`config.mk`:
```
export PLATFORM = sky130hd
export DESIGN_NAME = msrh_l1d_rd_arbiter
export DESIGN_NICKNAME = d
export VERILOG_FILES = /design/src/rtl/msrh_l1d_rd_arbiter_pkg.sv /design/src/rtl/msrh_l1d_rr_picker.sv /design/src/rtl/msrh_l1d_rd_arbiter.sv
export SDC_FILE = /design/constraint.sdc
export NUM_CORES = 1
export LEC_CHECK = 0
export ABC_AREA = 1
export CAP_MARGIN = 20
export CORE_AREA = 3 3 248 250
export DETAILED_ROUTE_END_ITERATION = 7
export DIE_AREA = 0 0 251 253
export DONT_BUFFER_PORTS = 1
export PLACE_DENSITY_LB_ADDON = 0.15
export SLEW_MARGIN = 20
export SYNTH_ARGS = -nofsm -noshare
export SYNTH_HDL_FRONTEND = slang
export SYNTH_SLANG_ARGS = --single-unit
```
`constraint.sdc`:
```
create_clock -name i_clk -period 3.5 [get_ports i_clk]
set_input_delay 0.35 -clock i_clk [delete_from_list [all_inputs] [get_ports i_clk]]
set_output_delay 0.35 -clock i_clk [all_outputs]
set_load 0.005 [all_outputs]
```
`src/rtl/msrh_l1d_rd_arbiter_pkg.sv`:
```
// Shared types and defaults for the L1D read-port arbiter.
// The s1 status encoding matches the LSU STATUS_* codes so callers can
// fold the arbiter's per-requester s1 flags straight into their replay logic.
package msrh_l1d_rd_arbiter_pkg;

    // Default widths used when the arbiter is built standalone.
    localparam int L1D_PADDR_W = 56;
    localparam int L1D_DATA_W  = 128;

    typedef enum logic [1:0] {
        STATUS_NONE     = 2'd0,
        STATUS_HIT      = 2'd1,
        STATUS_MISS     = 2'd2,
        STATUS_CONFLICT = 2'd3
    } l1d_rd_arb_status_t;

    // Collapse one requester's s1 flags into a single status code.
    function automatic l1d_rd_arb_status_t l1d_rd_arb_status(input logic hit,
                                                             input logic miss,
                                                             input logic conflict);
        if (conflict)  return STATUS_CONFLICT;
        else if (hit)  return STATUS_HIT;
        else if (miss) return STATUS_MISS;
        else           return STATUS_NONE;
    endfunction

endpackage

```
`src/rtl/msrh_l1d_rr_picker.sv`:
```
// Combinational round-robin one-hot picker: searches upward from i_ptr with
// wrap and returns the first requesting index as a one-hot grant.
// The pointer is expected to stay below N.
module msrh_l1d_rr_picker #(
    parameter int N     = 5,
    parameter int PTR_W = (N > 1) ? $clog2(N) : 1
) (
    input  logic [N-1:0]     i_req,
    input  logic [PTR_W-1:0] i_ptr,
    output logic [N-1:0]     o_grant
);

    int   idx;
    logic found;

    // Scan N positions starting at the pointer; first requester wins.
    always_comb begin
        o_grant = '0;
        found   = 1'b0;
        idx     = 0;
        for (int k = 0; k < N; k++) begin
            idx = int'(i_ptr) + k;
            if (idx >= N) idx = idx - N;
            if (!found && i_req[idx]) begin
                o_grant[idx] = 1'b1;
                found        = 1'b1;
            end
        end
    end

endmodule

```
`src/rtl/msrh_l1d_rd_arbiter.sv`:
```
// L1D read-port arbiter: grants one of REQ_NUM requesters per cycle in s0
// and steers the dcache s1 response back (hit/miss to the winner, conflict
// to every loser). Priority: starved > h_pri (lowest index) > round-robin.
// Optional starvation guard: define MSRH_L1D_ARB_STARVE_GUARD_EN.
module msrh_l1d_rd_arbiter
    import msrh_l1d_rd_arbiter_pkg::*;
#(
    parameter int REQ_NUM   = 5,
    parameter int PADDR_W   = L1D_PADDR_W,
    parameter int DATA_W    = L1D_DATA_W,
    parameter int STARVE_TH = 8
) (
    input  logic                             i_clk,
    input  logic                             i_reset_n,
    input  logic [REQ_NUM-1:0]               i_req_valid,
    input  logic [REQ_NUM-1:0]               i_req_h_pri,
    input  logic [REQ_NUM-1:0][PADDR_W-1:0]  i_req_paddr,
    output logic [REQ_NUM-1:0]               o_req_grant,
    output logic                             o_dc_s0_valid,
    output logic [PADDR_W-1:0]               o_dc_s0_paddr,
    input  logic                             i_dc_s1_hit,
    input  logic                             i_dc_s1_miss,
    input  logic [DATA_W-1:0]                i_dc_s1_data,
    output logic [REQ_NUM-1:0]               o_resp_s1_valid,
    output logic [REQ_NUM-1:0]               o_resp_s1_hit,
    output logic [REQ_NUM-1:0]               o_resp_s1_miss,
    output logic [REQ_NUM-1:0]               o_resp_s1_conflict,
    output logic [DATA_W-1:0]                o_resp_s1_data
);

    localparam int PTR_W = (REQ_NUM > 1) ? $clog2(REQ_NUM) : 1;

    logic [PTR_W-1:0]   r_rr_ptr;
    logic [PTR_W-1:0]   rr_next_ptr;
    logic [REQ_NUM-1:0] r_s1_req;
    logic [REQ_NUM-1:0] r_s1_grant;
    logic [REQ_NUM-1:0] hpri_req;
    logic [REQ_NUM-1:0] starved;
    logic [REQ_NUM-1:0] rr_grant;
    logic [REQ_NUM-1:0] grant;
    logic               rr_win;

    assign hpri_req = i_req_valid & i_req_h_pri;

`ifdef MSRH_L1D_ARB_STARVE_GUARD_EN
    localparam int CNT_W = $clog2(STARVE_TH + 1);

    logic [REQ_NUM-1:0][CNT_W-1:0] r_starve_cnt;

    for (genvar g = 0; g < REQ_NUM; g++) begin : g_starve
        // Count consecutive losses; saturate at the threshold, clear on win or idle.
        always_ff @(posedge i_clk or negedge i_reset_n) begin
            if (!i_reset_n)
                r_starve_cnt[g] <= '0;
            else if (!i_req_valid[g] || grant[g])
                r_starve_cnt[g] <= '0;
            else if (r_starve_cnt[g] != CNT_W'(STARVE_TH))
                r_starve_cnt[g] <= r_starve_cnt[g] + 1'b1;
        end
        assign starved[g] = i_req_valid[g] && (r_starve_cnt[g] == CNT_W'(STARVE_TH));
    end
`else
    // Threshold only matters when the guard is built in.
    logic unused_starve_th;
    assign unused_starve_th = ^STARVE_TH;
    assign starved          = '0;
`endif

    msrh_l1d_rr_picker #(
        .N     (REQ_NUM),
        .PTR_W (PTR_W)
    ) u_rr_picker (
        .i_req   (i_req_valid),
        .i_ptr   (r_rr_ptr),
        .o_grant (rr_grant)
    );

    // Winner select: starved, then h_pri, then round-robin; x & -x isolates lowest bit.
    always_comb begin
        grant  = '0;
        rr_win = 1'b0;
        if (|starved)
            grant = starved & (~starved + REQ_NUM'(1));
        else if (|hpri_req)
            grant = hpri_req & (~hpri_req + REQ_NUM'(1));
        else begin
            grant  = rr_grant;
            rr_win = |rr_grant;
        end
    end

    // Pointer moves just past a round-robin winner, wrapping to 0.
    always_comb begin
        rr_next_ptr = r_rr_ptr;
        for (int i = 0; i < REQ_NUM; i++) begin
            if (rr_grant[i])
                rr_next_ptr = (i == REQ_NUM - 1) ? '0 : PTR_W'(i + 1);
        end
    end

    // Round-robin pointer only advances on a round-robin win.
    always_ff @(posedge i_clk or negedge i_reset_n) begin
        if (!i_reset_n)
            r_rr_ptr <= '0;
        else if (rr_win)
            r_rr_ptr <= rr_next_ptr;
    end

    // Granted paddr onto the dcache port; zero when nothing is granted.
    always_comb begin
        o_dc_s0_paddr = '0;
        for (int i = 0; i < REQ_NUM; i++) begin
            if (grant[i]) o_dc_s0_paddr = o_dc_s0_paddr | i_req_paddr[i];
        end
    end

    // s1 stage: remember who asked and who won; reset drops the pending response.
    always_ff @(posedge i_clk or negedge i_reset_n) begin
        if (!i_reset_n) begin
            r_s1_req   <= '0;
            r_s1_grant <= '0;
        end else begin
            r_s1_req   <= i_req_valid;
            r_s1_grant <= grant;
        end
    end

    assign o_req_grant        = grant;
    assign o_dc_s0_valid      = |grant;
    assign o_resp_s1_valid    = r_s1_req;
    assign o_resp_s1_hit      = r_s1_grant & {REQ_NUM{i_dc_s1_hit}};
    assign o_resp_s1_miss     = r_s1_grant & {REQ_NUM{i_dc_s1_miss}};
    assign o_resp_s1_conflict = r_s1_req & ~r_s1_grant;
    assign o_resp_s1_data     = i_dc_s1_data;

`ifdef SIMULATION
    // The dcache never reports hit and miss for the same access.
    always @(posedge i_clk) begin
        if (i_reset_n)
            assert (!(i_dc_s1_hit && i_dc_s1_miss))
                else $fatal(1, "l1d_rd_arbiter: dcache s1 hit and miss both high");
    end
`endif

endmodule

```
==> results of run 1 <==
==> repair_timing <==
item	4_1_cts	5_1_grt
pin swaps	47	93
resized for setup	160	178
hold endpoints to repair	13	0
endpoints found under the setup margin	62	62
buffers inserted	18	14
hold buffers	1	0
gates cloned	4	5
==> cells in the final DEF, fill, tap and decap left out, drive strengths merged <==
master and n:
a31oi 1, nor3 9, xor2 1, dlygate4sd3 1, diode 2, nand2 389, nand3 169, nand3b 2
fa 1, inv 189, nand4 9, nor3b 1, clkinv 2, dfrtp 13, nor2 158, o21ai 36
nor4 3, buf 163, xnor2 1, a21oi 6, clkbuf 8, ha 22
==> cells by family (layout without fill, tap and decap cells) <==
family | count (synthesis) | in the layout | share of synthesized area, %
AOI/OAI and AO/OA | 43 | 43 | 3.86
and+or+nand+nor | 740 | 740 | 52.9
DFF | 13 | 13 | 5.34
xor gates and xnor gates | 2 | 2 | 0.534
adders and majority gates | 23 | 23 | 4.85
buffers and inverters | 363 | 363 | 32.5
other | 0 | 2 | 0
==> report_power, final <==
| group | switching [mW] | leakage [nW] | internal [mW] |
|---|---|---|---|
| clock | 0.0602 | 0.0382 | 0.153 |
| sequential | 0.0361 | 0.158 | 0.183 |
| combinational | 3.97 | 4.25 | 3.07 |
==> final cells by class <==
class                           instances  area, sq um
Sequential cell                        13          328
Tap cell                              773          967
Timing Repair Buffer                  168         1800
Antenna cell                            2         5.00
Inverter                              191          747
Clock buffer                            4         78.8
Multi-Input combinational cell        808         4820
Fill cell                            7008        50500
==> metal layers <==
| metal | part of all wire, % | global-route usage [%] |
|---|---|---|
| met2 | 48 | 18.8 |
| met1 | 40 | 13.1 |
| met4 | 3.9 | 3.61 |
| met5 | 0.075 | 0 |
| met3 | 8.1 | 3.41 |
==> flip-flops by register name (all words and copies together) (netlist names) <==
register / count
r_s1_grant: 5
r_rr_ptr: 3
o_resp_s1_valid: 5
==> critical path: cells and delay by family, from the launching register on <==
family	cells	cell delay, ns
DFF	1	0.38
buffers and inverters	9	1.00
adders and majority gates	1	0.58
and+or+nand+nor	11	1.15
AOI/OAI and AO/OA	1	0.07
==> per-stage QoR <==
stage               power [mW]  hold slack [ns]  util (%)  setup TNS [ns]
finish                    7.47            0.143      14.8          -12.02
detailed placement        5.39           0.0550      11.6          -19.86
floorplan                 3.32           0.0544         -               0
CTS                       6.54            0.135      13.2          -12.40
global route              8.14            0.125      14.8          -22.46
global placement          5.46           0.0549      11.6          -21.23
==> path summary, 6_finish.rpt <==
| kind | from | end | cells past startpoint |
|---|---|---|---|
| max in group asynchronous | i_reset_n | r_rr_ptr[2]$_DFFE_PN0P_ | 1 |
| max | r_rr_ptr[1]$_DFFE_PN0P_ | o_dc_s0_paddr[34] | 22 |
| min in group asynchronous | i_reset_n | o_resp_s1_valid[1]$_DFF_PN0_ | 1 |
| min reg2reg | r_rr_ptr[1]$_DFFE_PN0P_ | r_rr_ptr[1]$_DFFE_PN0P_ | 3 |
| min | i_req_valid[0] | o_resp_s1_valid[0]$_DFF_PN0_ | 0 |
| max reg2reg | r_rr_ptr[1]$_DFFE_PN0P_ | r_s1_grant[2]$_DFF_PN0_ | 20 |
==> flow_summary.rst, run 1 <==
.. list-table::
   :header-rows: 1

   * - Metric
     - Value
   * - Status
     - finished with violations
   * - Failing checks
     - setup timing
   * - Clock tree sinks
     - 13
   * - Clock Skew
     - 0.00389 ns
   * - Max-slew violation total from the final report
     - 0
   * - GR Util All Layers
     - 11.0%
   * - Count of yosys warnings during synthesis
     - 0
   * - Initial antenna violation count
     - 4
   * - Via count of the first global-routing pass
     - 7031
   * - Mean instance size in the synthesized netlist
     - roughly 5.1 sq um
   * - CTS clk-pin slew, worst paths
     - about 0.050 ns
   * - Placed Cells
     - 1913
   * - IO Port Bufs
     - 0
   * - Syn nets
     - 1629
   * - Transition at the pin with the smallest max-transition slack
     - 0.625 ns
   * - Power density over cell area
     - 855 nW/um^2
   * - Share of synthesized registers carrying an async set or reset
     - 100%
   * - Share of the synthesized area in the top cell type
     - 22.8%
   * - Final nets
     - ~1600
   * - Final non-filler cell total
     - 1959
   * - CP arrival
     - between 3 and 4 ns
   * - Max VDD drop
     - about 0.28 mV
   * - Area delta synth->final
     - 43.5%
   * - Core footprint
     - 59200 sq um
   * - Biggest area consumer among synthesized cells
     - nand2_1
   * - Area of the die
     - 63500 sq um
   * - Netlist area before placement
     - 6090 sq um
   * - Maximum buffer depth of the clock tree
     - 2
   * - Place WS
     - -0.482 ns
   * - TritonCTS clock tree
     - done
   * - Total number of vias
     - about 7200
   * - Syn Inst Count
     - 1184
   * - Worst path cell trace
     - inv_2 > buf_8 > buf_6 > fa_2 > inv_2 > nand2_2 > nand2_4 > nor2_4 > nand3_2 > nand3_2 > nand3_4 > buf_6 > nor3_4 > nor2_4 > nand3_4 > buf_12 > clkbuf_16 > buf_8 > nand3_2 > o21ai_2 > inv_2 > nand2_2
   * - Largest net degree at the start of global routing
     - 34
   * - Highest net fanout along the worst path
     - 7
   * - Layout cell share with drive strength beyond 1
     - 36.6%
   * - Main synth FF type
     - dfrtp_1
   * - Fraction of the yosys area taken by sequential cells
     - 5.34%
   * - Endpoint required time on the critical path
     - 3.15 ns
   * - Final Worst Setup Slack
     - -0.289 ns
   * - Area contributors post-synth
     - nand2_1 (23%), buf_4 (17%), nand3_1 (13%)
   * - Initial drt markers
     - 367
   * - Remaining antenna violation count
     - 0
   * - Min-Delay Path Class
     - primary input to flop
   * - Worst R2R Setup Slack
     - 0.37 ns
   * - Std cell rows
     - about 90
   * - Final period util
     - 108%
   * - Most instantiated cells after synthesis
     - nand2_1 (370), inv_1 (175), nand3_1 (159)
   * - Avg WL per Cell
     - 19.8 microns
   * - Gpl congestion
     - 0.812
   * - Wire length reported by the detailed router
     - 38900 microns
   * - Max Clk Rate
     - between 0.2 and 0.3 GHz
   * - Clock Root Buffer
     - clkbuf_16
   * - Reported leakage power
     - ~4.4 nW
   * - Leftover overflow at the end of global routing
     - 0
   * - Category of the worst setup path capture point
     - output pin
   * - Max-slew headroom
     - ~58%
   * - Cell area after placement
     - 6900 sq um
   * - Global-route wire length before repair
     - roughly 50000 microns
   * - Kind of critical path
     - flop to output pin
   * - Post-route minimum period
     - about 3.8 ns
   * - Inserted Clock Buffers
     - 3
   * - Most frequent cell after synthesis
     - nand2_1
   * - Post-route cell area
     - 8740 sq um
   * - CTS HTree Levels
     - 1
   * - Setup violation total in the final timing report
     - 60
   * - Critical Path Slowest Stage Cell
     - fa_2
   * - Number of synthesized flops with an enable pin
     - 0
   * - Remaining DRCs
     - 0
   * - MaxCap Viol Count
     - 0
   * - DP Wirelength
     - 32200 microns
   * - Die height
     - 253 microns
   * - Number of distinct library cells after synthesis
     - 33
   * - Die span in x
     - 251 microns
   * - Flip-flop and latch count after synthesis
     - 13
   * - DR vias/cell
     - 3.69
   * - Largest stage delay, worst path
     - 0.58 ns
   * - Effective utilization at floorplan
     - around a tenth
   * - Clock network latency to the later pin of the worst-skew pair
     - 0.24 ns
   * - Number of endpoints with negative hold slack in the final report
     - 0
   * - Top-level I/O count
     - 632
   * - Critical path launch point type
     - flop
   * - Unrepaired setup endpoints after global routing
     - yes
   * - DR pass1 iterations
     - 4
Power figures use the tool's default switching activity.
==> inputs of run 2 (changes only) <==
--- a/config.mk
+++ b/config.mk
@@ -12,6 +12,7 @@
 export DIE_AREA = 0 0 251 253
 export DONT_BUFFER_PORTS = 1
 export PLACE_DENSITY_LB_ADDON = 0.15
+export SETUP_SLACK_MARGIN = 0.3
 export SLEW_MARGIN = 20
 export SYNTH_ARGS = -nofsm -noshare
 export SYNTH_HDL_FRONTEND = slang
==> run 2 against run 1 <==
Effect of this change:
- the run still ends with setup timing left
- setup slack improved by 0.015 ns
- non-clock buffer count up 27
- count of clock-buffer cells in the layout stayed put
- utilization rose by 0.84 points
- sequential power increased by 2%
- via count increased by 3.5%
- register-to-register slack got worse by 0.52 ns
- clock skew increased by 0.0018 ns
- first-iteration DRC count up 31%
- power up 13%
- critical path depth stayed put
- highest routed layer unchanged
==> flow_summary.rst, run 2 (synthesized netlist as in run 1, its figures left out) <==
.. list-table::
   :header-rows: 1

   * - Metric
     - Value
   * - Post-route minimum period
     - between 3 and 4 ns
   * - Remaining DRCs
     - 0
   * - Top cell family by delay on the critical path
     - simple AND/OR/NAND/NOR gates
   * - Final nets
     - 1658
   * - Final Worst Setup Slack
     - -0.274 ns
   * - MaxCap Viol Count
     - 0
   * - Initial antenna violation count
     - 5
   * - Final period util
     - 108%
   * - Core footprint
     - 59200 sq um
   * - Most used cell, CP
     - nand2_4
   * - Remaining antenna violation count
     - 0
   * - Area delta synth->final
     - 51.7%
   * - Avg WL per Cell
     - between 20 and 25 microns
   * - Worst path cell trace
     - buf_8 > ha_4 > fa_2 > nand2_4 > nand2_4 > nand2_4 > nand3_2 > nor2_4 > nor2_4 > nand3_2 > buf_6 > nor2_2 > nor2_2 > nand3_2 > nand2_4 > nand2_8 > buf_12 > bufbuf_16 > nand2_1 > nand2_1 > inv_1 > nand2_2
   * - CP arrival
     - 3.42 ns
   * - CTS clk-pin slew, worst paths
     - 0.05 ns
   * - Failing checks
     - setup timing
   * - Bufs and invs on worst path
     - 5
   * - Top-level I/O count
     - approximately 630
   * - Global-route wire length before repair
     - 54400 microns
   * - Max Clk Rate
     - 0.265 GHz
   * - Gpl congestion
     - 0.819
   * - Reported leakage power
     - 4.64 nW
   * - DR vias/cell
     - 3.76
   * - Area of the die
     - between 60000 and 70000 sq um
   * - Leftover overflow at the end of global routing
     - 0
   * - TritonCTS clock tree
     - done
   * - DR pass1 iterations
     - 4
   * - Clock Root Buffer
     - clkbuf_16
   * - Most frequent cells in the layout
     - nand2_1 (269), inv_1 (163), nand3_1 (135)
   * - Max-slew headroom
     - 41.9%
   * - Largest stage delay, worst path
     - approximately 0.45 ns
   * - Total number of vias
     - 7475
   * - Utilization after layout
     - 15.6%
   * - Clock network latency to the later pin of the worst-skew pair
     - approximately 0.24 ns
   * - Transition at the pin with the smallest max-transition slack
     - 0.872 ns
   * - Min-Delay Path Class
     - primary input to flop
   * - Critical Path Slowest Stage Cell
     - fa_2
   * - IO Port Bufs
     - 0
   * - GR Util All Layers
     - 11.9%
   * - Place WS
     - -0.476 ns
   * - Highest net fanout along the worst path
     - 8
   * - Largest net degree at the start of global routing
     - between 40 and 50
   * - Std cell rows
     - 89
   * - Max-slew violation total from the final report
     - 0
   * - Effective utilization at floorplan
     - 10.3%
   * - Max VDD drop
     - 0.288 mV
   * - DP Wirelength
     - 31600 microns
   * - Maximum buffer depth of the clock tree
     - 2
   * - Most common cell after layout, fill and taps aside
     - nand2_1
   * - Kind of critical path
     - flop to output pin
   * - Clock tree sinks
     - 13
   * - Clock Skew
     - 0.00565 ns
   * - Number of endpoints with negative hold slack in the final report
     - 0
   * - Via count of the first global-routing pass
     - 7623
   * - Power density over cell area
     - a little over 900 nW/um^2
   * - Layout cell share with drive strength beyond 1
     - 40.2%
   * - Setup violation total in the final timing report
     - 62
   * - Unrepaired setup endpoints after global routing
     - yes
   * - Initial drt markers
     - 479
   * - Endpoint required time on the critical path
     - ~3.2 ns
   * - Setup tns final
     - -12.59 ns
   * - Category of the worst setup path capture point
     - output pin
   * - Die height
     - 253 microns
   * - Wire length reported by the detailed router
     - roughly 41000 microns
   * - CTS HTree Levels
     - 1
   * - Die span in x
     - 251 microns
   * - Inserted Clock Buffers
     - 3
   * - Post-route total power
     - 8.45 mW
   * - Critical path launch point type
     - flop
   * - Status
     - finished with violations
[run 2: final timing paths]
check	startpoint	endpoint	slack [ns]	cells after the start
min in group asynchronous	i_reset_n	o_resp_s1_valid[1]$_DFF_PN0_	0.59	1
worst max-delay path	r_rr_ptr[1]$_DFFE_PN0P_	o_dc_s0_paddr[28]	-0.27	22
worst min-delay path	i_req_valid[1]	o_resp_s1_valid[1]$_DFF_PN0_	0.14	0
max in group asynchronous	i_reset_n	r_rr_ptr[1]$_DFFE_PN0P_	2.45	1
worst min register to register	r_rr_ptr[2]$_DFFE_PN0P_	r_rr_ptr[2]$_DFFE_PN0P_	0.71	3
worst max register to register	r_rr_ptr[1]$_DFFE_PN0P_	r_rr_ptr[1]$_DFFE_PN0P_	-0.15	25
[run 2: through the flow]
stage	instances	hold slack, ns	cell area, sq um
floorplan	1184	0.0544	6160
global placement	1909	0.0549	6950
detailed placement	1909	0.0548	6950
CTS	1968	0.134	8470
global route	1987	0.129	9240
finish	1987	0.139	9240
[run 2: power by group]
group | switching [mW] | leakage (nW) | internal [mW] | total, mW
sequential | 0.0401 | 0.157 | 0.184 | 0.224
combinational | 4.49 | 4.45 | 3.52 | 8.01
clock | 0.0646 | 0.0382 | 0.154 | 0.218
total | 4.60 | 4.64 | 3.85 | 8.45
[run 2: final cells by class]
cell class | instances | area, sq um
fill | 6947 | 50000
timing repair buffer | 195 | 2200
clock buffer | 4 | 78.8
tap | 773 | 967
sequential | 13 | 329
multi-input combinational | 809 | 4890
antenna | 2 | 5.00
inverter | 191 | 761
[run 2: worst reg2reg max path: cells and delay by family, from the launching register on]
family                     cells  cell delay, ns
adders and majority gates      2            0.70
and+or+nand+nor               14            1.30
buffers and inverters          9            1.07
DFF                            1            0.44
[run 2: layer usage]
layer | vias up | global-route usage, % | part of all wire (%)
met5 | - | 0 | 0.032
met4 | 2 | 3.73 | 3.7
met3 | 99 | 3.35 | 9.5
met2 | 399 | 20.8 | 49
met1 | 3439 | 14.0 | 38
li1 | 3536 | - | -
[run 2: what timing repair did]
item | 4_1_cts | 5_1_grt
setup buffers | 42 | 14
gates resized for setup | 200 | 157
hold endpoints to repair | 13 | 0
pin swaps | 54 | 73
hold buffers | 1 | 0
endpoints found under the setup margin | 70 | 68
gates cloned | 12 | 3
==> inputs of run 3 (changes only) <==
--- a/config.mk
+++ b/config.mk
@@ -11,6 +11,7 @@
 export DETAILED_ROUTE_END_ITERATION = 7
 export DIE_AREA = 0 0 251 253
 export DONT_BUFFER_PORTS = 1
+export MAX_ROUTING_LAYER = met4
 export PLACE_DENSITY_LB_ADDON = 0.15
 export SETUP_SLACK_MARGIN = 0.3
 export SLEW_MARGIN = 20
==> run 3 against run 2 <==
Effect of this change:
- sequential power hardly changed
- power is 0.30% lower
- highest routed layer is now met4
- count of clock-buffer cells in the layout stayed put
- largest power group unchanged
- critical path type unchanged
- hold slack hardly changed
- cell area is 0.62% lower
- the flow still finishes with violations (setup timing)
- largest cell class unchanged
==> flow_summary.rst, run 3 (synthesized netlist as in run 1, its figures left out) <==
.. list-table::
   :header-rows: 1

   * - Metric
     - Value
   * - Via count of the first global-routing pass
     - between 7000 and 8000
   * - Clock tree sinks
     - 13
   * - Min-Delay Path Class
     - primary input to flop
   * - Kind of critical path
     - flop to output pin
   * - Final Worst Setup Slack
     - -0.270 ns
   * - Highest net fanout along the worst path
     - 8
   * - Initial antenna violation count
     - 6
   * - Remaining antenna violation count
     - 0
   * - Max-slew violation total from the final report
     - 0
   * - Reported leakage power
     - around 4.6 nW
   * - Max-slew headroom
     - roughly two fifths
   * - DP Wirelength
     - 31600 microns
   * - Std cell rows
     - 89
   * - Critical Path End
     - o_dc_s0_paddr[28]
   * - Beginning of the worst register-to-register path
     - r_rr_ptr[1]$_DFFE_PN0P_
   * - Clock Root Buffer
     - clkbuf_16
   * - Avg WL per Cell
     - approximately 21 microns
   * - Initial drt markers
     - 528
   * - Final period util
     - 108%
   * - Transition at the pin with the smallest max-transition slack
     - 0.911 ns
   * - Top-level I/O count
     - 632
   * - Layout cell share with drive strength beyond 1
     - 39.4%
   * - IO Port Bufs
     - 0
   * - Utilization after layout
     - between 10% and 20%
   * - CTS HTree Levels
     - 1
   * - Area of the die
     - between 60000 and 70000 sq um
   * - Endpoint required time on the critical path
     - ~3.2 ns
   * - DR pass1 iterations
     - 5
   * - Remaining DRCs
     - 0
   * - Max VDD drop
     - 0.286 mV
   * - Worst R2R End
     - r_rr_ptr[1]$_DFFE_PN0P_
   * - Footprint of the multi-input gates
     - approximately 4800 sq um
   * - Category of the worst setup path capture point
     - output pin
   * - MaxCap Viol Count
     - 0
   * - Core footprint
     - 59200 sq um
   * - Worst path cell trace
     - buf_8 > ha_4 > fa_2 > nand2_4 > nand2_4 > nand2_4 > nand3_2 > nor2_4 > nor2_4 > nand3_2 > buf_6 > nor2_2 > nor2_2 > nand3_2 > nand2_4 > nand2_8 > buf_12 > bufbuf_16 > nand2_1 > nand2_1 > inv_1 > nand2_2
   * - TritonCTS clock tree
     - done
   * - Worst R2R Setup Slack
     - -0.14 ns
   * - Largest stage delay, worst path
     - 0.45 ns
   * - Effective utilization at floorplan
     - 10.3%
   * - Status
     - finished with violations
   * - Final non-filler cell total
     - 1987
   * - Number of cell instances on the worst register-to-register path
     - 25
   * - Critical Path Slowest Stage Cell
     - fa_2
   * - Number of endpoints with negative hold slack in the final report
     - 0
   * - Largest net degree at the start of global routing
     - between 40 and 50
   * - Clock Skew
     - 0.00550 ns
   * - Global-route wire length before repair
     - 54400 microns
   * - CP arrival
     - approximately 3.4 ns
   * - Launching element of the worst setup path
     - r_rr_ptr[1]$_DFFE_PN0P_
   * - Wire length reported by the detailed router
     - roughly 42000 microns
   * - Most used cell, CP
     - nand2_4
   * - CTS clk-pin slew, worst paths
     - 0.05 ns
   * - GR Util All Layers
     - between 10% and 20%
   * - Failing checks
     - setup timing
   * - Placed Cells
     - 1909
   * - Storage cell area
     - roughly 330 sq um
   * - Critical path launch point type
     - flop
   * - Total number of vias
     - 7527
   * - Unrepaired setup endpoints after global routing
     - yes
   * - Gpl congestion
     - 0.833
   * - DR vias/cell
     - 3.79
   * - Final nets
     - 1658
   * - Inserted Clock Buffers
     - 3
   * - Max Clk Rate
     - 0.265 GHz
   * - Die height
     - 253 microns
   * - Most common cell after layout, fill and taps aside
     - nand2_1
   * - Die span in x
     - 251 microns
   * - Most frequent cells in the layout
     - nand2_1 (272), inv_1 (164), nand3_1 (137)
   * - Power density over cell area
     - 918 nW/um^2
   * - Post-route cell area
     - 9180 sq um
   * - Clock network latency to the later pin of the worst-skew pair
     - 0.24 ns
   * - Maximum buffer depth of the clock tree
     - 2
   * - Leftover overflow at the end of global routing
     - 0
   * - Cell area after placement
     - 6950 sq um
   * - Setup violation total in the final timing report
     - slightly above 60
   * - Post-route minimum period
     - ~3.8 ns
   * - Layout filler cell count
     - approximately 6900
   * - Area delta synth->final
     - 50.7%
-- run 3: how the worst min path moves through the flow --
stage                              endpoint      startpoint  cells after the start  slack, ns
2_1_floorplan  o_resp_s1_valid[0]$_DFF_PN0_       i_reset_n                      0       0.05
3_3_place_gp        r_s1_grant[2]$_DFF_PN0_       i_reset_n                      0       0.05
3_5_place_dp        r_s1_grant[2]$_DFF_PN0_       i_reset_n                      0       0.05
4_1_cts        o_resp_s1_valid[1]$_DFF_PN0_  i_req_valid[1]                      0       0.13
5_1_grt        o_resp_s1_valid[1]$_DFF_PN0_  i_req_valid[1]                      0       0.13
6_report       o_resp_s1_valid[1]$_DFF_PN0_  i_req_valid[1]                      0       0.14
-- run 3: critical path, delay by kind of cell, from the launching register on --
kind          cells  cell delay, ns
fa+ha+maj         2            0.60
buf+inv           5            0.74
flops             1            0.44
simple gates     15            1.38
-- run 3: repair_timing --
| action | in CTS | in global routing |
|---|---|---|
| gates resized for setup | 200 | 141 |
| setup endpoints to repair | 70 | 68 |
| hold buffers | 1 | 0 |
| buffers inserted | 42 | 14 |
| pin swaps | 54 | 72 |
| gates cloned | 12 | 3 |
| hold endpoints to repair | 13 | 0 |
-- run 3: power breakdown --
part           switching, mW  leakage (nW)  internal, mW  total, mW
Combinational           4.48          4.43          3.51       7.99
Sequential            0.0402         0.157         0.184      0.224
Clock                 0.0644        0.0382         0.154      0.218
-- run 3: final cells by class --
type | count | area share, %
multi-input combinational | 809 | 52.8
timing repair buffer | 195 | 23.9
tap | 773 | 10.5
inverter | 191 | 8.26
sequential | 13 | 3.59
clock buffer | 4 | 0.859
antenna | 2 | 0.0545
-- run 3: through the flow --
step	worst slack (ns)	TNS, ns	hold WS [ns]	total power, mW
6_report	-0.270	-12.30	0.140	8.43
5_1_grt	-0.436	-22.96	0.129	9.12
4_1_cts	-0.243	-12.53	0.134	7.50
3_5_place_dp	-0.476	-21.51	0.0548	5.50
3_3_place_gp	-0.473	-22.73	0.0549	5.60
2_1_floorplan	0.302	0	0.0544	3.41
-- run 3: routing by layer --
layer	global-route usage, %	vias up	part of all wire [%]
met3	3.09	104	9.8
met1	14.1	3445	38
met5	-	-	0
met4	3.58	0	3.9
li1	-	3534	-
met2	20.9	444	49
